<file path="src/rtl/alu_pkg.sv">
// Shared constants, opcode encodings, state enum and command
// record for the ALU command sequencer.
package alu_pkg;

    localparam logic [2:0] IN_SEL_PERSIST = 3'b100;
    localparam logic [2:0] IN_SEL_LOAD    = 3'b010;
    localparam logic [2:0] IN_SEL_RESET   = 3'b001;

    localparam logic [6:0] OP_ADD = 7'b1000000;
    localparam logic [6:0] OP_SUB = 7'b0100000;
    localparam logic [6:0] OP_AND = 7'b0010000;
    localparam logic [6:0] OP_OR  = 7'b0001000;
    localparam logic [6:0] OP_XOR = 7'b0000100;
    localparam logic [6:0] OP_NOT = 7'b0000010;
    localparam logic [6:0] OP_SHL = 7'b0000001;

    typedef enum logic [2:0] {
        ST_CLR,
        ST_IDLE,
        ST_ISSUE,
        ST_WAIT,
        ST_HOLD
    } seq_state_t;

    typedef struct packed {
        logic [7:0] num1;
        logic [7:0] num2;
        logic [6:0] op;
    } alu_cmd_t;

    function automatic logic is_onehot7(
        input logic [6:0] v
    );
        return (v != 7'd0) &&
               ((v & (v - 7'd1)) == 7'd0);
    endfunction

endpackage

</file>
<file path="src/rtl/alu_op_sequencer_if.sv">
// Command, ALU-drive and result channels of the sequencer.
// slave = sequencer side, master = producer/ALU/consumer side.
interface alu_op_sequencer_if;

    logic       cmd_valid;
    logic       cmd_ready;
    logic [7:0] cmd_num1;
    logic [7:0] cmd_num2;
    logic [6:0] cmd_op;

    logic [2:0] alu_in_sel;
    logic [7:0] alu_num1;
    logic [7:0] alu_num2;
    logic [6:0] alu_out_sel;
    logic [7:0] alu_out;

    logic       res_valid;
    logic       res_ready;
    logic [7:0] res_data;
    logic [6:0] res_op;

    modport slave (
        input  cmd_valid, cmd_num1, cmd_num2, cmd_op,
        input  alu_out, res_ready,
        output cmd_ready,
        output alu_in_sel, alu_num1, alu_num2, alu_out_sel,
        output res_valid, res_data, res_op
    );

    modport master (
        output cmd_valid, cmd_num1, cmd_num2, cmd_op,
        output alu_out, res_ready,
        input  cmd_ready,
        input  alu_in_sel, alu_num1, alu_num2, alu_out_sel,
        input  res_valid, res_data, res_op
    );

endinterface

</file>
<file path="src/rtl/alu_cmd_fifo.sv">
// Small synchronous FIFO for queued ALU commands.
// Pointers wrap modulo DEPTH (power of two).
module alu_cmd_fifo #(
    parameter int DEPTH = 4,
    parameter int W     = 23
) (
    input  logic                   clk,
    input  logic                   rst,
    input  logic                   i_push,
    input  logic                   i_pop,
    input  logic [W-1:0]           i_data,
    output logic [W-1:0]           o_data,
    output logic                   o_full,
    output logic                   o_empty,
    output logic [$clog2(DEPTH):0] o_count
);

    localparam int AW = $clog2(DEPTH);

    logic [W-1:0]  r_mem [DEPTH];
    logic [AW-1:0] r_wptr;
    logic [AW-1:0] r_rptr;
    logic [AW:0]   r_count;
    logic          w_push;
    logic          w_pop;

    assign o_full  = (r_count == (AW+1)'(DEPTH));
    assign o_empty = (r_count == '0);
    assign o_count = r_count;
    assign o_data  = r_mem[r_rptr];
    assign w_push  = i_push && !o_full && !rst;
    assign w_pop   = i_pop && !o_empty && !rst;

    // Storage write; no reset needed on the data array.
    always_ff @(posedge clk) begin
        if (w_push)
            r_mem[r_wptr] <= i_data;
    end

    // Pointer and occupancy tracking.
    always_ff @(posedge clk) begin
        if (rst) begin
            r_wptr  <= '0;
            r_rptr  <= '0;
            r_count <= '0;
        end else begin
            if (w_push)
                r_wptr <= r_wptr + 1'b1;
            if (w_pop)
                r_rptr <= r_rptr + 1'b1;
            if (w_push && !w_pop)
                r_count <= r_count + 1'b1;
            else if (w_pop && !w_push)
                r_count <= r_count - 1'b1;
        end
    end

endmodule

</file>
<file path="src/rtl/alu_op_sequencer.sv">
// Queues ALU commands and issues them one at a time to the ALU.
// Optional opcode check: define ALU_SEQ_OPCHK_EN.
module alu_op_sequencer
    import alu_pkg::*;
#(
    parameter int DEPTH   = 4,
    parameter int ALU_LAT = 1
) (
    input  logic                   clk,
    input  logic                   rst,
    input  logic                   on,
    alu_op_sequencer_if.slave      bus,
    output logic                   err,
    output logic [$clog2(DEPTH):0] fifo_count
);

    localparam int CW =
        (ALU_LAT > 1) ? $clog2(ALU_LAT) : 1;

    seq_state_t    r_state;
    logic [2:0]    r_in_sel;
    logic [7:0]    r_num1;
    logic [7:0]    r_num2;
    logic [6:0]    r_out_sel;
    logic          r_res_valid;
    logic [7:0]    r_res_data;
    logic [6:0]    r_res_op;
    logic [CW-1:0] r_wcnt;

    alu_cmd_t w_cmd_in;
    alu_cmd_t w_head;
    logic     w_full;
    logic     w_empty;
    logic     w_accept;
    logic     w_push;
    logic     w_pop;

    assign w_cmd_in = '{num1: bus.cmd_num1,
                        num2: bus.cmd_num2,
                        op:   bus.cmd_op};

    assign bus.cmd_ready = !w_full;
    assign w_accept = bus.cmd_valid && !w_full && !rst;

`ifdef ALU_SEQ_OPCHK_EN
    logic w_bad;
    logic r_err;

    assign w_bad  = !is_onehot7(bus.cmd_op);
    assign w_push = w_accept && !w_bad;
    assign err    = r_err;

    // Sticky flag for dropped non-one-hot opcodes.
    always_ff @(posedge clk) begin
        if (rst)
            r_err <= 1'b0;
        else if (w_accept && w_bad)
            r_err <= 1'b1;
    end
`else
    assign w_push = w_accept;
    assign err    = 1'b0;
`endif

    // Pop only when the FSM is free to start a new command.
    assign w_pop = !rst && on && !w_empty &&
                   ((r_state == ST_IDLE) ||
                    (r_state == ST_HOLD && bus.res_ready));

    alu_cmd_fifo #(
        .DEPTH (DEPTH),
        .W     ($bits(alu_cmd_t))
    ) u_fifo (
        .clk     (clk),
        .rst     (rst),
        .i_push  (w_push),
        .i_pop   (w_pop),
        .i_data  (w_cmd_in),
        .o_data  (w_head),
        .o_full  (w_full),
        .o_empty (w_empty),
        .o_count (fifo_count)
    );

    // Issue FSM with registered ALU drive and result capture.
    always_ff @(posedge clk) begin
        if (rst) begin
            r_state     <= ST_CLR;
            r_in_sel    <= IN_SEL_RESET;
            r_num1      <= '0;
            r_num2      <= '0;
            r_out_sel   <= '0;
            r_res_valid <= 1'b0;
            r_res_data  <= '0;
            r_res_op    <= '0;
            r_wcnt      <= '0;
        end else begin
            unique case (r_state)
                ST_CLR: begin
                    r_in_sel <= IN_SEL_PERSIST;
                    r_state  <= ST_IDLE;
                end
                ST_IDLE: begin
                    if (w_pop) begin
                        r_num1    <= w_head.num1;
                        r_num2    <= w_head.num2;
                        r_out_sel <= w_head.op;
                        r_in_sel  <= IN_SEL_LOAD;
                        r_state   <= ST_ISSUE;
                    end
                end
                ST_ISSUE: begin
                    r_in_sel <= IN_SEL_PERSIST;
                    r_wcnt   <= CW'(ALU_LAT - 1);
                    r_state  <= ST_WAIT;
                end
                ST_WAIT: begin
                    if (r_wcnt == '0) begin
                        r_res_data  <= bus.alu_out;
                        r_res_op    <= r_out_sel;
                        r_res_valid <= 1'b1;
                        r_state     <= ST_HOLD;
                    end else begin
                        r_wcnt <= r_wcnt - 1'b1;
                    end
                end
                ST_HOLD: begin
                    if (bus.res_ready) begin
                        r_res_valid <= 1'b0;
                        if (w_pop) begin
                            r_num1    <= w_head.num1;
                            r_num2    <= w_head.num2;
                            r_out_sel <= w_head.op;
                            r_in_sel  <= IN_SEL_LOAD;
                            r_state   <= ST_ISSUE;
                        end else begin
                            r_state <= ST_IDLE;
                        end
                    end
                end
                default: begin
                    r_in_sel <= IN_SEL_RESET;
                    r_state  <= ST_CLR;
                end
            endcase
        end
    end

    assign bus.alu_in_sel  = r_in_sel;
    assign bus.alu_num1    = r_num1;
    assign bus.alu_num2    = r_num2;
    assign bus.alu_out_sel = r_out_sel;
    assign bus.res_valid   = r_res_valid;
    assign bus.res_data    = r_res_data;
    assign bus.res_op      = r_res_op;

endmodule
</file>
<file path="src/flat_wrapper.sv">
// flat-port wrapper written by rule: the top's interface ports become plain ports
module alu_op_sequencer_flat import alu_pkg::*;
#(
    parameter int DEPTH   = 4,
    parameter int ALU_LAT = 1
)
  (clk, rst, on, err, fifo_count, bus_cmd_valid, bus_cmd_num1, bus_cmd_num2, bus_cmd_op, bus_alu_out, bus_res_ready, bus_cmd_ready, bus_alu_in_sel, bus_alu_num1, bus_alu_num2, bus_alu_out_sel, bus_res_valid, bus_res_data, bus_res_op);
  alu_op_sequencer_if bus_i ();
  input  logic clk;
  input  logic rst;
  input  logic on;
  output logic err;
  output logic [$clog2(DEPTH):0] fifo_count;
  input wire logic [$bits(bus_i.cmd_valid)-1:0] bus_cmd_valid;
  input wire logic [$bits(bus_i.cmd_num1)-1:0] bus_cmd_num1;
  input wire logic [$bits(bus_i.cmd_num2)-1:0] bus_cmd_num2;
  input wire logic [$bits(bus_i.cmd_op)-1:0] bus_cmd_op;
  input wire logic [$bits(bus_i.alu_out)-1:0] bus_alu_out;
  input wire logic [$bits(bus_i.res_ready)-1:0] bus_res_ready;
  output wire logic [$bits(bus_i.cmd_ready)-1:0] bus_cmd_ready;
  output wire logic [$bits(bus_i.alu_in_sel)-1:0] bus_alu_in_sel;
  output wire logic [$bits(bus_i.alu_num1)-1:0] bus_alu_num1;
  output wire logic [$bits(bus_i.alu_num2)-1:0] bus_alu_num2;
  output wire logic [$bits(bus_i.alu_out_sel)-1:0] bus_alu_out_sel;
  output wire logic [$bits(bus_i.res_valid)-1:0] bus_res_valid;
  output wire logic [$bits(bus_i.res_data)-1:0] bus_res_data;
  output wire logic [$bits(bus_i.res_op)-1:0] bus_res_op;
  assign bus_i.cmd_valid = bus_cmd_valid;
  assign bus_i.cmd_num1 = bus_cmd_num1;
  assign bus_i.cmd_num2 = bus_cmd_num2;
  assign bus_i.cmd_op = bus_cmd_op;
  assign bus_i.alu_out = bus_alu_out;
  assign bus_i.res_ready = bus_res_ready;
  assign bus_cmd_ready = bus_i.cmd_ready;
  assign bus_alu_in_sel = bus_i.alu_in_sel;
  assign bus_alu_num1 = bus_i.alu_num1;
  assign bus_alu_num2 = bus_i.alu_num2;
  assign bus_alu_out_sel = bus_i.alu_out_sel;
  assign bus_res_valid = bus_i.res_valid;
  assign bus_res_data = bus_i.res_data;
  assign bus_res_op = bus_i.res_op;
  alu_op_sequencer #(.DEPTH(DEPTH), .ALU_LAT(ALU_LAT)) u_core (.clk(clk), .rst(rst), .on(on), .bus(bus_i), .err(err), .fifo_count(fifo_count));
endmodule
</file>
<file path="config.mk">
export PLATFORM = sky130hd
export DESIGN_NAME = alu_op_sequencer_flat
export DESIGN_NICKNAME = d
export VERILOG_FILES = /design/src/rtl/alu_pkg.sv /design/src/rtl/alu_op_sequencer_if.sv /design/src/rtl/alu_cmd_fifo.sv /design/src/rtl/alu_op_sequencer.sv /design/src/flat_wrapper.sv
export SDC_FILE = /design/constraint.sdc
export NUM_CORES = 1
export LEC_CHECK = 0
export CORE_MARGIN = 5
export CORE_UTILIZATION = 53
export CTS_CLUSTER_DIAMETER = 40
export DETAILED_ROUTE_END_ITERATION = 16
export PLACE_DENSITY = 0.82
export SKIP_CTS_REPAIR_TIMING = 1
export SYNTH_ARGS = -nofsm -noshare
export SYNTH_HDL_FRONTEND = slang
export SYNTH_SLANG_ARGS = --single-unit
</file>
<file path="constraint.sdc">
create_clock -name clk -period 3.24 [get_ports clk]
set_input_delay 0.648 -clock clk [delete_from_list [all_inputs] [get_ports clk]]
set_output_delay 0.648 -clock clk [all_outputs]
set_load 0.1 [all_outputs]
</file>
## Word-level counts from Yosys, hierarchy flattened

Memory sizes are Yosys's and may differ from the RTL's. A register that Yosys moved wholly into a read port is not among the register bits.
Index checks and enable logic that the tools add are counted.

| storage, ports and cells | value |
|---|---|
| flip-flop bits (word level) | 53 |
| memory bits (writable) | 92 |
| input bits | 36 |
| output and inout bits | 47 |
| word-level logic and storage cells | 86 |
| memories | 1 |

Memories:

| memory | words | bits a word | read ports | clocked after memory_dff | wr ports | line | RTL |
|---|---|---|---|---|---|---|---|
| u_core.u_fifo.r_mem | 4 | 23 | 1 | 1 | 1 | alu_cmd_fifo.sv:20 | `logic [W-1:0] r_mem [DEPTH];` |

| operators by class | value |
|---|---|
| add/sub/neg operators | 5 |
| equality and inequality tests | 8 |
| multiplexer cells | 28 |
| bitwise operators | 2 |
| reduce and logical (&&, ||, !) cells | 30 |

Operator list:

| cell | number |
|---|---|
| $mux W8 | 4 |
| $pmux W8 S2 | 2 |
| $mux W3 | 7 |
| $pmux W3 S5 | 1 |
| $mux W7 | 2 |
| $pmux W7 S2 | 1 |
| $logic_and A1 B1 Y1 | 12 |
| $pmux W3 S4 | 1 |
| $reduce_bool A2 Y1 | 4 |
| $eq A3 B2 Y1 const B | 2 |
| $eq A3 B3 Y1 const B | 2 |
| $logic_not A3 Y1 | 2 |
| $mux W2 | 3 |
| $ne A2 B2 Y1 const B | 3 |
| $reduce_and A2 Y1 | 3 |
| $reduce_and A3 Y1 | 2 |
| $logic_not A1 Y1 | 5 |
| $mux W1 | 5 |
| $add A2 B1 Y2 const B | 2 |
| $pmux W1 S2 | 2 |
| $add A3 B1 Y3 const B | 1 |
| $eq A3 B1 Y1 const B | 1 |
| $sub A3 B1 Y3 const B | 1 |
| $not A1 Y1 | 2 |
| 3 further kinds | 3 |

## Longest topological paths before layout

| depth | value |
|---|---|
| word-level depth | 10 |
| mapped depth | 12 |
| mapped depth without buffers | 9 |

## Cells and area by module

A second synthesis with hierarchy kept.

| unflattened totals | value |
|---|---|
| cell total of the unflattened synthesis | 386 |
| area total of the unflattened synthesis | 5667.9 µm² |

By module, submodules not included:

| module | instances | cells each | area each (µm²) |
|---|---|---|---|
| alu_cmd_fifo | 1 | 170 | 3838.7 |
| alu_op_sequencer | 1 | 216 | 1829.3 |

## Worst setup path before layout

No wires, ideal clock.

| path | value |
|---|---|
| path kind | register -> register |
| from | register u_core.u_fifo.r_count[0] (netlist: u_core.u_fifo.o_count[0]) |
| to | register u_core.u_fifo.r_count[2] (netlist: u_core.u_fifo.o_count[2]) |
| data arrival time | 3237 ps |
| required time | 3170 ps |
| slack | -67 ps |
| stages on the path, launching flop included | 10 |
| path buffers | 0 |
| period minus slack after synthesis | 3307 ps |
| cell sequence | dfxtp_1 or3b_2 nand2_1 nor2_1 ha_1 inv_1 fa_1 xor2_1 or3_1 a21oi_1 |

| on the way | value |
|---|---|
| cells in the longest elaborated chain, start to end | 9 |

Ends and longest elaborated chain:

| element | line | RTL |
|---|---|---|
| from (decl) | alu_cmd_fifo.sv:23 | `logic [AW:0] r_count;` |
| from (signal assigned) | alu_cmd_fifo.sv:52 | `r_count <= r_count + 1'b1;` |
| from (signal assigned) | alu_cmd_fifo.sv:54 | `r_count <= r_count - 1'b1;` |
| $eq A3 B3 Y1 * | alu_cmd_fifo.sv:27 | `assign o_full = (r_count == (AW+1)'(DEPTH));` |
| $logic_not A1 Y1 * | n/a |  |
| named net bus_cmd_ready | flat_wrapper.sv:20 | `output wire logic [$bits(bus_i.cmd_ready)-1:0] bus_cmd_ready;` |
| $logic_and A1 B1 Y1 (2 in series) | alu_op_sequencer.sv:43 | `assign w_accept = bus.cmd_valid && !w_full && !rst;` |
| $logic_and A1 B1 Y1 * (2 in series) | alu_cmd_fifo.sv:31 | `assign w_push = i_push && !o_full && !rst;` |
| named net u_core.u_fifo.w_push | alu_cmd_fifo.sv:24 | `logic w_push;` |
| $logic_not A1 Y1 | alu_cmd_fifo.sv:53 | `else if (w_pop && !w_push)` |
| $logic_and A1 B1 Y1 | alu_cmd_fifo.sv:53 |  |
| $reduce_bool A2 Y1 (no source line) | n/a |  |

Mark *: on every way through the listed nets, which the timed path passes. The rest lies on a longest branch. The select of a mux whose other input is x is not followed.
A chain may end at the register's enable or synchronous reset.

## Worst setup path after layout

| path | value |
|---|---|
| from | input bus_res_ready |
| to | register u_core.u_fifo.r_count[2] (netlist: u_core.u_fifo.o_count[2]) |

| on the way | value |
|---|---|
| cells in the longest elaborated chain, start to end | 8 |

Ends and longest elaborated chain:

| element | line | RTL |
|---|---|---|
| from (decl) | flat_wrapper.sv:19 | `input wire logic [$bits(bus_i.res_ready)-1:0] bus_res_ready;` |
| $logic_and A1 B1 Y1 * | alu_op_sequencer.sv:68 | `(r_state == ST_HOLD && bus.res_ready));` |
| $logic_or A1 B1 Y1 * | alu_op_sequencer.sv:67 | `((r_state == ST_IDLE) \|\|` |
| $logic_and A1 B1 Y1 * | alu_op_sequencer.sv:66 | `assign w_pop = !rst && on && !w_empty &&` |
| $logic_and A1 B1 Y1 * (2 in series) | alu_cmd_fifo.sv:32 | `assign w_pop = i_pop && !o_empty && !rst;` |
| $logic_not A1 Y1 | alu_cmd_fifo.sv:51 | `if (w_push && !w_pop)` |
| $logic_and A1 B1 Y1 | alu_cmd_fifo.sv:51 |  |
| $mux W3 / $reduce_bool A2 Y1 (equally long branches) | n/a |  |

Mark *: on every way between the ends. The rest lies on a longest branch, timed or not.

==> reports/results.ini <==
[global_route]
grt.overflow.total = 0
grt_pass1_vias = 3458
grt_most_used_layer = met2
met3_usage = 0.0540
grt_util_met1 = 0.211
grtUsageTotal = 0.183
grtUsageMet2 = 0.311
antenna_found_initial = 0
grt_max_degree = 35
grt_pass1_wl_microns = 17300

[timing]
hold_ws_ps = 455
worst_slew_pin_slew_ps = 836
final-max-slew-violation-count = 0
rsz0062_at_grt = false
period_share = 0.727
fin_worst_skew_ps = 8.42
finalHoldViolations = 0
max_freq_ghz = 0.425
setup_violations = 0
fin_crit_ps = 2360
slew_headroom = 0.443
setup_tns_ps = 0

[placed_design]
place_area_sq_um = 6210
portBuffers = 81
dp.final_hpwl_microns = 6550
place_inst = 579
gp_congestion = 0.865

[pwr]
irDropWorstVdd_mv = 0.361
p_leak_nw = 2.38
powerDensity_nw_per_um2 = 684
p_total_mw = 4.63

[yosys]
ys_ff_latch = 146
synth_top_area_frac = 0.513
ys_seq_area_frac = 0.713
ys.flop_type = edfxtp_1
yosys-top-cells-count = edfxtp_1, nand2_1, dfxtp_1
yosys_warnings = 0
syn_avg_cell_area_sq_um = 14.3
synthArstFlopShare = 0
synth.distinct_cells = 30
synth_nets = 419
synth_edf_count = 92
netlist_instances = 377
synth_top_cell_by_area = edfxtp_1
synth.area.top_cells = edfxtp_1, dfxtp_1, mux4_2, nand2_1, a21oi_1
yosysMostFrequentCell = edfxtp_1
syn_area_sq_um = 5390

[clock_network]
cts_tree = built
cts.sinks = 146
cts_buffers = 17
clk_pin_slew_ps = 60
clk_path_buf_depth = 2
cts_root_buffer = clkbuf_8
cts_max_level = 4
clkLatencyLatePin_ps = 520

[detailed_routing]
dr.pass1.iters = 4
drcViolationCount = 0
antenna_left = 0
routed_via_density = 5.42
dr_total_vias = 3314
drt_wl_total_microns = 10700
wl_per_cell_microns = 17.6
dr.first_iter.drc_count = 157

[setup_path]
cp_data_arrival_time_ps = 2800
worstPathRequired_ps = 3690
startpoint_type = input port
cp_max_fo = 3
reg2regPathDepth = 9
cp-end-kind = flop
critPathKind = in -> reg

[min_path]
hold_class = reg -> reg
hold_path_depth = 2

[run]
maxCapViolCount = 0

[finish]
drive_gt1_frac = 0.247
seq_area_sq_um = 3850
final_design_area_no_fill_sq_um = 6770
antennaDiodeCount = 0
fillers = 652
nets = 507
final_cells = 611
multi_input_area_sq_um = 1410
area_growth_pct = 25.7

[floorplan]
io_pins = 83
core-area_sq_um = 9860
rows = 36
die_h_microns = 111
die_w_microns = 111
die_area_sq_um = 12300
start_util = 0.546

[status]
status = completed

-- logic make-up after synthesis --
family | share of synthesized area
muxes | 0.0980
adders and majority gates | 0.0153
buffers and inverters | 0.0251
DFF | 0.713
and+or+nand+nor | 0.0868
other | 0.000696
xor gates and xnor gates | 0.00488
AOI/OAI and AO/OA | 0.0560
-- final cells by class --
cell class              count  share of cell area
clock buffers              19              0.0669
repair buffers             90               0.112
inverters                   7             0.00425
multi-input cells         203               0.208
well taps                 133              0.0246
flip-flops and latches    146               0.568
clock inverters            13              0.0161
-- registers in the layout, summed over array words and instances, names as in the netlist, named ones only --
name                    count
u_core.bus.alu_in_sel       3
u_core.bus.alu_num1         8
u_core.r_state              3
u_core.u_fifo.o_count       3
u_core.u_fifo.r_rptr        2
u_core.bus.alu_out_sel      7
u_core.bus.res_valid        1
u_core.bus.res_op           7
u_core.bus.alu_num2         8
u_core.bus.res_data         8
u_core.u_fifo.r_mem        92
u_core.u_fifo.r_wptr        2
-- critical path: stages --
cell and delay, ps:
clkdlybuf4s50_1 430, and3b_1 180, o2111a_1 270, inv_4 60, ha_1 170, inv_1 60
fa_1 370, xor2_1 150, or3_1 300, a21oi_1 150
-- routing by layer --
layer | part of all wire | vias up
li1 | - | 1550
met1 | 0.40 | 1613
met2 | 0.51 | 124
met3 | 0.070 | 27
met4 | 0.025 | 0
met5 | 0 | -
-- report_power, final --
part / internal (mW) / switching [mW] / leakage, nW / total (mW)
Sequential: 2.08 / 0.0691 / 1.27 / 2.15
Combinational: 0.208 / 0.466 / 0.825 / 0.674
Clock: 1.03 / 0.783 / 0.283 / 1.81
-- path summary, 6_finish.rpt --
kind                                          from                                    end  slack, ps
max                                  bus_res_ready  u_core.u_fifo.o_count[2]$_SDFFE_PP0P_        880
min reg2reg    u_core.bus.alu_num2[2]$_SDFFE_PP0P_    u_core.bus.alu_num2[2]$_SDFFE_PP0P_        460
min            u_core.bus.alu_num2[2]$_SDFFE_PP0P_    u_core.bus.alu_num2[2]$_SDFFE_PP0P_        460
max reg2reg  u_core.u_fifo.o_count[2]$_SDFFE_PP0P_  u_core.u_fifo.o_count[2]$_SDFFE_PP0P_        940
-- metrics by stage --
stage                util  worst slack, ps
CTS                 0.687              904
detailed placement  0.630              366
global route        0.687              786
global placement    0.630              428
finish              0.687              884
floorplan               -              171
-- layout by cell type, fill, tap and decap left out, drive strengths merged, types with 2 or more instances in the layout --
| master | n |
|---|---|
| and2 | 5 |
| a21oi | 49 |
| nand2 | 85 |
| buf | 56 |
| ha | 5 |
| clkdlybuf4s50 | 34 |
| dfxtp | 54 |
| clkbuf | 19 |
| inv | 17 |
| nor2 | 8 |
| or3 | 4 |
| xor2 | 2 |
| o21ai | 6 |
| nand3 | 4 |
| clkinv | 3 |
| mux4 | 23 |
| edfxtp | 92 |
Note: power is estimated with default switching activity, not from simulation.
